### src/rtl/par_pkg.sv
// Shared definitions for the parallel byte link (transmitter and receiver).
//   PAR_WIDTH      : byte width on the data/stb/ack/rdy handshake
//   par_tx_state_t : transmitter handshake FSM states
package par_pkg;

  localparam int PAR_WIDTH = 8;

  typedef enum logic [1:0] {
    IDLE     = 2'b00,
    STROBE   = 2'b01,
    WAIT_RDY = 2'b10
  } par_tx_state_t;

endpackage

### src/rtl/sync_fifo.sv
// Single-clock FIFO with a registered, exact occupancy count.
//   clk, rst_n : clock, asynchronous active-low reset (empties the FIFO)
//   push       : write push_data when not full
//   pop        : drop the head entry when not empty
//   head       : current head entry (valid while !empty)
//   full/empty : occupancy flags derived from count
//   count      : number of stored entries, 0..DEPTH
module sync_fifo #(
  parameter int WIDTH = 8,
  parameter int DEPTH = 4
) (
  input  logic                     clk,
  input  logic                     rst_n,
  input  logic                     push,
  input  logic [WIDTH-1:0]         push_data,
  input  logic                     pop,
  output logic [WIDTH-1:0]         head,
  output logic                     full,
  output logic                     empty,
  output logic [$clog2(DEPTH):0]   count
);

  localparam int AW = $clog2(DEPTH);

  logic [WIDTH-1:0] mem [DEPTH];
  logic [AW-1:0]    wr_ptr;
  logic [AW-1:0]    rd_ptr;
  logic             do_push;
  logic             do_pop;

  assign full    = (count == (AW+1)'(DEPTH));
  assign empty   = (count == '0);
  assign do_push = push && !full;
  assign do_pop  = pop && !empty;
  assign head    = mem[rd_ptr];

  // DEPTH is a power of two, so the pointers wrap by natural overflow.
  always_ff @(posedge clk or negedge rst_n) begin
    if (!rst_n) begin
      wr_ptr <= '0;
      rd_ptr <= '0;
      count  <= '0;
    end else begin
      if (do_push) wr_ptr <= wr_ptr + 1'b1;
      if (do_pop)  rd_ptr <= rd_ptr + 1'b1;
      case ({do_push, do_pop})
        2'b10:   count <= count + 1'b1;
        2'b01:   count <= count - 1'b1;
        default: count <= count;
      endcase
    end
  end

  // Storage is not reset; entries are only read after being written.
  always_ff @(posedge clk) begin
    if (do_push) mem[wr_ptr] <= push_data;
  end

endmodule

### src/rtl/parallel_tx.sv
// Parallel byte transmitter: buffers bytes from a valid/ready producer and
// presents them one at a time on the data/stb/ack/rdy handshake, aborting a
// strobe that sees no ack within TIMEOUT cycles and retrying the same byte.
//   clk, rst_n  : clock, asynchronous active-low reset
//   in_data     : byte from producer
//   in_valid    : producer has a byte
//   in_ready    : FIFO can accept (not full)
//   data, stb   : byte and strobe to receiver
//   ack         : receiver accepted the byte
//   rdy         : receiver idle and able to take a byte
//   fifo_count  : current FIFO occupancy
//   timeout_err : one-cycle pulse when a strobe times out
module parallel_tx
  import par_pkg::*;
#(
  parameter int DEPTH   = 4,
  parameter int TIMEOUT = 16
) (
  input  logic                   clk,
  input  logic                   rst_n,
  input  logic [PAR_WIDTH-1:0]   in_data,
  input  logic                   in_valid,
  output logic                   in_ready,
  output logic [PAR_WIDTH-1:0]   data,
  output logic                   stb,
  input  logic                   ack,
  input  logic                   rdy,
  output logic [$clog2(DEPTH):0] fifo_count,
  output logic                   timeout_err
);

  localparam int CW = $clog2(TIMEOUT);

  par_tx_state_t        state, state_nxt;
  logic [CW-1:0]        cnt, cnt_nxt;
  logic [PAR_WIDTH-1:0] data_nxt;
  logic                 stb_nxt;
  logic                 terr_nxt;
  logic                 pop;
  logic                 push;
  logic                 full;
  logic                 empty;
  logic [PAR_WIDTH-1:0] head;

  assign in_ready = !full;
  assign push     = in_valid && !full;

  sync_fifo #(
    .WIDTH (PAR_WIDTH),
    .DEPTH (DEPTH)
  ) u_fifo (
    .clk       (clk),
    .rst_n     (rst_n),
    .push      (push),
    .push_data (in_data),
    .pop       (pop),
    .head      (head),
    .full      (full),
    .empty     (empty),
    .count     (fifo_count)
  );

  always_ff @(posedge clk or negedge rst_n) begin
    if (!rst_n) begin
      state       <= IDLE;
      cnt         <= '0;
      data        <= '0;
      stb         <= 1'b0;
      timeout_err <= 1'b0;
    end else begin
      state       <= state_nxt;
      cnt         <= cnt_nxt;
      data        <= data_nxt;
      stb         <= stb_nxt;
      timeout_err <= terr_nxt;
    end
  end

  always_comb begin
    state_nxt = state;
    cnt_nxt   = cnt;
    data_nxt  = data;
    stb_nxt   = 1'b0;
    terr_nxt  = 1'b0;
    pop       = 1'b0;
    case (state)
      IDLE: begin
        if (!empty && rdy) begin
          data_nxt  = head;
          stb_nxt   = 1'b1;
          cnt_nxt   = '0;
          state_nxt = STROBE;
        end
      end
      STROBE: begin
        stb_nxt = 1'b1;
        // ack is tested first so a late ack on the last cycle still delivers.
        if (ack) begin
          pop       = 1'b1;
          stb_nxt   = 1'b0;
          state_nxt = WAIT_RDY;
        end else if (cnt == CW'(TIMEOUT - 1)) begin
          stb_nxt   = 1'b0;
          terr_nxt  = 1'b1;
          state_nxt = WAIT_RDY;
        end else begin
          cnt_nxt = cnt + 1'b1;
        end
      end
      WAIT_RDY: begin
        if (!ack && rdy) state_nxt = IDLE;
      end
      default: state_nxt = IDLE;
    endcase
  end

endmodule

### config.mk
export PLATFORM = sky130hd
export DESIGN_NAME = parallel_tx
export DESIGN_NICKNAME = d
export VERILOG_FILES = /design/src/rtl/par_pkg.sv /design/src/rtl/sync_fifo.sv /design/src/rtl/parallel_tx.sv
export SDC_FILE = /design/constraint.sdc
export NUM_CORES = 1
export LEC_CHECK = 0
export ABC_AREA = 1
export CORE_MARGIN = 4
export CORE_UTILIZATION = 40
export CTS_CLUSTER_SIZE = 25
export DETAILED_ROUTE_END_ITERATION = 10
export GPL_ROUTABILITY_DRIVEN = 0
export MAX_ROUTING_LAYER = met4
export PLACE_DENSITY_LB_ADDON = 0.12
export SLEW_MARGIN = 20
export SYNTH_ARGS = -nofsm -noshare
export SYNTH_HDL_FRONTEND = slang
export SYNTH_SLANG_ARGS = --single-unit
### constraint.sdc
create_clock -name clk -period 5.6 [get_ports clk]
set_input_delay 1.68 -clock clk [delete_from_list [all_inputs] [get_ports clk]]
set_output_delay 1.68 -clock clk [all_outputs]
set_load 0.02 [all_outputs]
# After elaboration in Yosys (flattened, before gate mapping)
# Memories as Yosys holds them, arrays and structs flattened. A register that Yosys moved wholly into a read port is not among the register bits.
# Index checks and enable logic that the tools add are counted.
# word_totals
output_inout_bits	14
romBits	0
in_bits	13
memories	1
ramBits	32
elab_cells	61
ff_bits	15
latch_bits	0
# mem_list
name	depth	word_bits	read_ports	rd_clocked_by_memory_dff	wr	line	rtl
u_fifo.mem	4	8	1	1	1	sync_fifo.sv:25	logic [WIDTH-1:0] mem [DEPTH];
# op_classes
n_div	0
n_shift	0
reduce_logical	16
n_mux	21
n_eq_ne	11
mul	0
magnitude_cmp	0
addsub	5
bitwise	0
# op_table
op	count
two-way mux 4 bit	3
two-way mux 1 bit	10
two-way mux 2 bit	4
!= test 2 bit (second input constant)	4
one-hot mux 4 bit (2 select lines)	1
one-hot mux 2 bit (3 select lines)	1
one-hot mux 3 bit (2 select lines)	1
logical AND 1 bit	5
adder 2 x 1 -> 2 bit (second input constant)	2
adder 4 x 1 -> 4 bit (second input constant)	1
== test 2 x 1 -> 1 bit (second input constant)	2
== test 2 bit (second input constant)	2
== test 4 bit (second input constant)	1
logical NOT 1 bit	4
AND reduction 4 bit	1
nonzero test 2 bit	2
adder 3 x 1 -> 3 bit (second input constant)	1
== test 3 bit (second input constant)	1
logical NOT 3 bit	1
!= test 3 bit (second input constant)	1
AND reduction 3 bit	1
subtractor 3 x 1 -> 3 bit (second input constant)	1
logical NOT 2 bit	1
one-hot mux 1 bit (2 select lines)	1
AND reduction 2 bit	1

# Longest topological paths before layout
# Gate-level depths: netlist of the first run.
# logic_depth
depth_word	6
ltp_mapped	12
mapped_depth_nobuf	12

# Cells and area by module
# From an unflattened synthesis of the first run, not the netlist that was laid out.
# unflattened
hier_cells	235
hier_area_um2	2496.1
# modules_own_cells
module	cells_per_inst	seq_area_each_um2	area_per_inst_um2	instances
sync_fifo	154	1136.1	1751.7	1
parallel_tx	81	400.4	744.5	1

# Least setup slack after synthesis of the first run
# OpenSTA, ideal clock, no wires.
# synth_path
path_type	input-to-reg
startpoint	input ack
endpoint	register u_fifo.count[2]
required_ns	5.477
path_buffers	0
path_slack_ns	2.795
stages	8
arrival_time_ns	2.682
path_cell_list	nand3_2 -> inv_1 -> ha_1 -> inv_1 -> fa_1 -> nand2_1 -> nand3b_1 -> xor2_1
# synth_via
elab_chain_cells	5
word_cells_on_any_way	7
# synth_rtl
item	line	rtl
start, declared	parallel_tx.sv:26	input logic ack,
two-way mux 1 bit (*)	parallel_tx.sv:98	if (ack) begin
two-way mux 1 bit (*)	parallel_tx.sv:86	case (state)
logical AND 1 bit (*)	sync_fifo.sv:34	assign do_pop = pop && !empty;
named net u_fifo.do_pop	sync_fifo.sv:29	logic do_pop;
== test 2 x 1 -> 1 bit or == test 2 bit (tied branches)	sync_fifo.sv:46	case ({do_push, do_pop})
one-hot mux 3 bit (2 select lines) or nonzero test 2 bit (tied branches)	--	
end signal, assigned	sync_fifo.sv:47	2'b10: count <= count + 1'b1;
end signal, assigned	sync_fifo.sv:48	2'b01: count <= count - 1'b1;
end signal, assigned	sync_fifo.sv:49	default: count <= count;
end, declared	sync_fifo.sv:20	output logic [$clog2(DEPTH):0] count
# Mark *: on every way through the listed nets, which the timed path passes. The rest lies on a longest branch.
# A chain may end at the register's enable or synchronous reset.

# Worst setup path after layout of the first run
# Same ends and word-level chain as after synthesis.

==> summary.md, run 1 <==
| Metric | Value |
|---|---|
| Vias | between 1500 and 2000 |
| RSZ-0062 raised after global routing | false |
| Async S/R FF share, synth | 41.8% |
| I/O Buffers | 26 |
| R2r setup slk | 3.70 ns |
| First-pass DRT Iterations | 4 |
| Endpoints failing hold | 0 |
| Worst endpoint required time | 5.80 ns |
| Max incr delay on CP | 0.57 ns |
| FILL cells | approximately 600 |
| Initial antenna violation count | 0 |
| Leak pwr | 1.40 nW |
| Detail Placement HPWL | 3.08 mm |
| Max VDD drop | about 0.2 mV |
| Final Hold Slack | between 0.4 and 0.5 ns |
| Crit path depth | 9 |
| Initial core utilization | about two fifths |
| Die ar. | roughly 8000 µm² |
| DR WL/cell | around 11 µm |
| Drc violations | 0 |
| Pwr/cell area | around 490 nW/µm² |
| Capture point of the worst path | u_fifo.count[2] |
| Worst Setup SP | ack |
| Wirelength, routed | 4.14 mm |
| Minimum clock period | 3.19 ns |
| Fin. max-slew vios | 0 |
| Core area | 6310 µm² |
| Post-synth EDFFs | 32 |
| Post-Place Worst Slack | 2.07 ns |
| Worst Setup Start Kind | primary input |
| I/O pins | 27 |
| Cell depth of the worst flop-to-flop path | 11 |
| CTS root buffer | clkbuf_8 |
| Final ANT Viol Nets | 0 |
| CP bufs+invs | 3 |
| Power share of the combinational group | between 30% and 40% |
| Final nets | roughly 300 |
| Final setup fails | 0 |
| Met3 Wirelength | 171 µm |
| Critical path class | in2reg |
| Setup tns final | 0 ns |
| Die Wd | 88.5 µm |
| Critical path cell sequence | clkdlybuf4s50_1, nand3_2, inv_1, ha_1, inv_1, fa_1, nand2_1, nand3b_1, xor2_1 |
| Clock transition at path regs | between 0.1 and 0.15 ns |
| P&R area growth vs syn | 15.0% |
| DRT iter0 DRCs | between 40 and 50 |
| Vias per Instance | 4.35 |
| Synthesized area | ~2600 µm² |
| Switch share | 39.5% |
| First-pass GRT wire length | 7.01 mm |
| Delay-heaviest family, CP | buffers and inverters |
| Crit share post-route | between 50% and 60% |
| Syn nets | around 280 |
| Status | complete, no violations |
| Share of cells above drive strength 1 | 14.4% |
| TritonCTS Buffers | 5 |
| Fin cells | 362 |
| Slew HR | 54.7% |
| Die Ht | 88.5 µm |
| Hold buffer count at cts | 0 |
| Overflow after GRT | 0 |
| Synth top area share | approximately 37% |
| Cell repeated most along the worst path | inv_1 |
| WL met1 | between 2 and 2.5 mm |
| Multi-input gate area | between 700 and 800 µm² |
| Top cells by area, synth | edfxtp_1 37%, dfrtp_1 22%, nand2_1 11% |
| Global-route usage over all layers | about 12% |
| Top cells by instance count after synthesis | 73 x nand2_1, 45 x inv_1, 32 x edfxtp_1 |
| Row count | 29 |
| Count leader, synth | nand2_1 |
| Setup Buffers After CTS | 0 |
| WL met2 | about 1.8 mm |
| Worst R2R Start | state[1] |
| Int Pwr | slightly below 900 µW |
| Synthesized instance count | ~260 |
| Psw | 572 µW |
| Yosys Warn Count | 0 |
| Sink Count | 55 |
| Worst setup slack after layout | approximately 2.4 ns |
| Worst Max-Slew Pin Slew | around 0.68 ns |
| Hold WC Path Type | reg2reg |
| Reg2reg end | u_fifo.count[2] |
| Max Fclk | ~310 MHz |
| Flops & latches, synth | 55 |
| CTS tree | built |
| Final Core Density | 47.2% |
| Seq/Total Area, Yosys | roughly three fifths |
| CP endpoint kind | flip-flop |
| Highest routed layer | met4 |
| CTS H-tree lvls | 2 |
| Worst-path fanout max | 5 |
| Synth area leader | edfxtp_1 |
| Max Cap Viol | 0 |
| Final instance area | 2980 µm² |
| Vias in the first global route | 1477 |
| Min-delay src | data[1] |
| Overall power | between 1 and 1.5 mW |
| Post-Syn Area per Cell | 10.1 µm² |
| Register area | about 1500 µm² |
| CTS max path bufs | 2 |
| Cell Area, Placed | between 2000 and 3000 µm² |
| Worst-Skew Late Latency | slightly above 0.3 ns |
| Diodes inserted | 0 |
| Number of library cell types mapped by synthesis | 28 |
| Clk pwr share | roughly 16% |
| Clock skew | about 0.0087 ns |
| # placed instances | between 300 and 400 |
| Pin count of the biggest net entering global routing | 24 |
| Seq pwr share | 44.2% |
| Slowest-stage cell, CP | clkdlybuf4s50_1 |
| Synth Flop Type | edfxtp_1 |
| Post_cts resized | 0 |
| CP Data Arrival Time | 3.39 ns |
-- power groups by stage --
stage	logic (mW)	clock network, mW	registers (mW)
global route	0.656	0.259	0.657
detailed placement	0.583	0	0.651
floorplan	0.415	0	0.664
CTS	0.586	0.242	0.642
global placement	0.578	0	0.651
finish	0.573	0.234	0.639
-- flip-flops by register name, indices dropped and copies added (netlist names) --
register	cells
u_fifo.mem	32
data	8
cnt	4
u_fifo.count	3
state	2
u_fifo.rd_ptr	2
u_fifo.wr_ptr	2
stb	1
timeout_err	1
-- layout make-up --
cell class / count / share of cell area [%]
Clock buffer: 5 / 2.31
Multi-Input combinational cell: 142 / 26.4
Timing Repair Buffer: 26 / 8.56
Clock inverter: 3 / 0.966
Inverter: 54 / 7.01
Tap cell: 77 / 3.23
Sequential cell: 55 / 51.6
-- worst reg2reg max path, cell delays in order (launching register included) --
cell      delay, ns
dfrtp_1        0.46
inv_2          0.10
nand2_2        0.08
inv_2          0.07
nand3_2        0.10
inv_1          0.08
ha_1           0.16
inv_1          0.07
fa_1           0.38
nand2_1        0.08
nand3b_1       0.09
xor2_1         0.15
-- routing by layer --
layer | GRT usage, % | vias to the layer above
met1 | 16.7 | 704
met3 | 3.35 | 4
li1 | - | 846
met4 | 4.53 | 0
met2 | 17.5 | 21
met5 | - | -
-- layout by cell type, fill, tap and decap left out, types with 2 or more instances in the layout --
cell type and n:
dfrtp_1 23, nand2_1 73, inv_1 45, nand3_1 19, clkdlybuf4s50_1 25, xor2_1 2
clkbuf_8 5, edfxtp_1 32, nor2_1 6, xnor2_1 3, inv_2 7, ha_1 6
o21ai_1 2, inv_6 2, nand3_2 5, nand4_1 2, nand3_4 2, nand2_2 13
nand2_4 2
-- logic make-up after synthesis --
kind of cell	synth area share, %
buf+inv	10.4
fa+ha+maj	3.67
compound gates	1.16
flops	59.3
simple gates	23.8
xor+xnor	1.69
-- worst min-delay path by stage --
| stage | end | depth (start not counted) |
|---|---|---|
| after floorplan | cnt[1] | 2 |
| after global placement | data[1] | 2 |
| after detailed placement | data[1] | 2 |
| after CTS | data[1] | 2 |
| after global routing | data[3] | 2 |
| final | data[1] | 2 |
No activity file was read; power rests on OpenSTA's default activity.
==> run 2, diff against run 1 <==
Clock period 5.6 ns to 2.6 ns, I/O delays scaled along.
==> run 2 against run 1 <==
Compared with the run above: worst setup slack got worse by 2.1 ns; final cell count rose by 1.9%; clock power rose by 88%; critical path type is now reg2out; clock skew up 0.0039 ns; design area increased by 1.4%; die area did not move; flip-flop and latch count stayed put; highest routed layer unchanged; clock-buffer cell count increased by 2; routed wire length is 6.8% higher; largest power group unchanged.
==> summary.md, run 2 (same netlist as run 1, synthesis figures left out) <==
| Metric | Value |
|---|---|
| Pwr/cell area | 1030 nW/µm² |
| TritonCTS Buffers | 5 |
| Power share of the combinational group | 41.6% |
| Worst Setup Start Kind | flip-flop |
| Leak pwr | ~1.4 nW |
| Setup Buffers After CTS | 0 |
| Seq pwr share | around 44% |
| FILL cells | 618 |
| Hold WC Path Type | reg2reg |
| Reg2reg end | u_fifo.count[2] |
| Largest reg by FF count | u_fifo.mem |
| Die Wd | 88.5 µm |
| Die ar. | about 8000 µm² |
| Critical path class | reg2out |
| CTS H-tree lvls | 2 |
| Minimum clock period | around 2.3 ns |
| Worst-Skew Late Latency | 0.30 ns |
| Clock skew | 0.0126 ns |
| Pin count of the biggest net entering global routing | 24 |
| I/O pins | 27 |
| # placed instances | 361 |
| Overall power | about 3.1 mW |
| Worst-path fanout max | 3 |
| Hold depth | 2 |
| Max reg flops | 32 |
| Clk pwr share | 14.1% |
| DRT iter0 DRCs | 41 |
| Vias per Instance | between 4 and 5 |
| Die Ht | about 90 µm |
| Delay-heaviest family, CP | buffers and inverters |
| Initial antenna violation count | 0 |
| Hold buffer count at cts | 0 |
| Critical path cell sequence | inv_2, nand3_2, clkdlybuf4s50_1 |
| Share of cells above drive strength 1 | 15.4% |
| Worst endpoint required time | about 1.8 ns |
| Wirelength, routed | roughly 4.4 mm |
| Min-delay src | data[4] |
| Overflow after GRT | 0 |
| Slew HR | 47.4% |
| Int Pwr | 1.90 mW |
| Setup tns final | 0 ns |
| CTS max path bufs | 2 |
| CP Data Arrival Time | 1.48 ns |
| P&R area growth vs syn | 16.6% |
| Max incr delay on CP | between 0.5 and 0.6 ns |
| R2r setup slk | 0.73 ns |
| Slowest-stage cell, CP | clkdlybuf4s50_1 |
| Max VDD drop | between 0.5 and 0.6 mV |
| Switch share | 39.2% |
| Global-route usage over all layers | between 10% and 20% |
| Worst Setup SP | u_fifo.count[1] |
| Commonest non-fill, non-tap cell in the layout | nand2_1 |
| RSZ-0062 raised after global routing | false |
| Worst R2R Start | state[1] |
| Row count | 29 |
| Commonest non-fill, non-tap cells in the layout | 73 x nand2_1, 45 x inv_1, 32 x edfxtp_1, 26 x clkdlybuf4s50_1, 23 x dfrtp_1 |
| Endpoints failing hold | 0 |
| Vias in the first global route | between 1500 and 2000 |
| First-pass GRT wire length | about 7.4 mm |
| Status | complete, no violations |
| Core area | approximately 6300 µm² |
| Crit share post-route | just under 90% |
| Fin cells | 369 |
| CTS root buffer | clkbuf_8 |
| First-pass DRT Iterations | 4 |
| Final setup fails | 0 |
| Final ANT Viol Nets | 0 |
| WHS Endpoint | data[4] |
| Fin. max-slew vios | 0 |
| CTS tree | built |
| CP bufs+invs | 2 |
| Cell depth of the worst flop-to-flop path | 11 |
| Max Fclk | between 400 and 500 MHz |
| Biggest regs | u_fifo.mem: 32 flops, data: 8 flops, cnt: 4 flops |
| Sink Count | 55 |
| CP endpoint kind | output pin |
| Initial core utilization | between 40 and 50% |
| Final nets | between 300 and 400 |
| Diodes inserted | 0 |
| Post_cts resized | 0 |
| Drc violations | 0 |
| Final Hold Slack | around 0.48 ns |
| Worst Max-Slew Pin Slew | ~0.8 ns |
| Psw | approximately 1.2 mW |
| Final Core Density | between 40 and 50% |
| I/O Buffers | 26 |
| DR WL/cell | about 12 µm |
| Clock transition at path regs | 0.09 ns |
| Max Cap Viol | 0 |
| Detail Placement HPWL | 3.13 mm |
| Vias | around 1600 |
==> run 2: cell type report <==
class	instances	area, µm²	share of cell area, %
inverters	54	209	6.92
repair buffers	33	313	10.4
clock inverters	1	5.00	0.166
flip-flops and latches	55	1540	50.8
well taps	77	96.3	3.19
clock buffers	7	76.3	2.53
multi-input cells	142	786	26.0
==> run 2: worst register-to-register path: cells and delay by family (launching register included) <==
family	cells	cell delay, ns
adders and majority gates	2	0.54
DFF	1	0.45
xor gates and xnor gates	1	0.14
and+or+nand+nor	4	0.33
buffers and inverters	4	0.30
==> run 2: worst max path at each step <==
stage / depth (start not counted) / endpoint
2_1_floorplan: 9 / u_fifo.count[2]
3_3_place_gp: 9 / u_fifo.count[2]
3_5_place_dp: 9 / u_fifo.count[2]
4_1_cts: 3 / in_ready
5_1_grt: 3 / in_ready
6_report: 3 / in_ready
==> run 2: power groups by stage <==
stage          clock (mW)  combinational [mW]  sequential, mW
2_1_floorplan           0               0.894            1.43
3_3_place_gp            0                1.32            1.41
3_5_place_dp            0                1.33            1.41
4_1_cts             0.460                1.33            1.39
5_1_grt             0.489                1.47            1.42
6_report            0.439                1.30            1.39
==> run 2: metal layers <==
| layer | vias up | routed length [µm] | GRT usage [%] |
|---|---|---|---|
| li1 | 860 | - | - |
| met5 | - | 0 | - |
| met2 | 22 | 1960 | 20.1 |
| met1 | 721 | 2250 | 17.1 |
| met4 | 0 | 50 | 3.71 |
| met3 | 5 | 161 | 2.89 |
==> run 2: per-stage QoR <==
stage                     cell area (µm²)  setup WS, ns
after floorplan                      2590         0.668
after detailed placement             2940         0.125
after global placement               2940         0.144
final                                3020         0.336
after global routing                 3020         0.270
after CTS                            3020         0.315
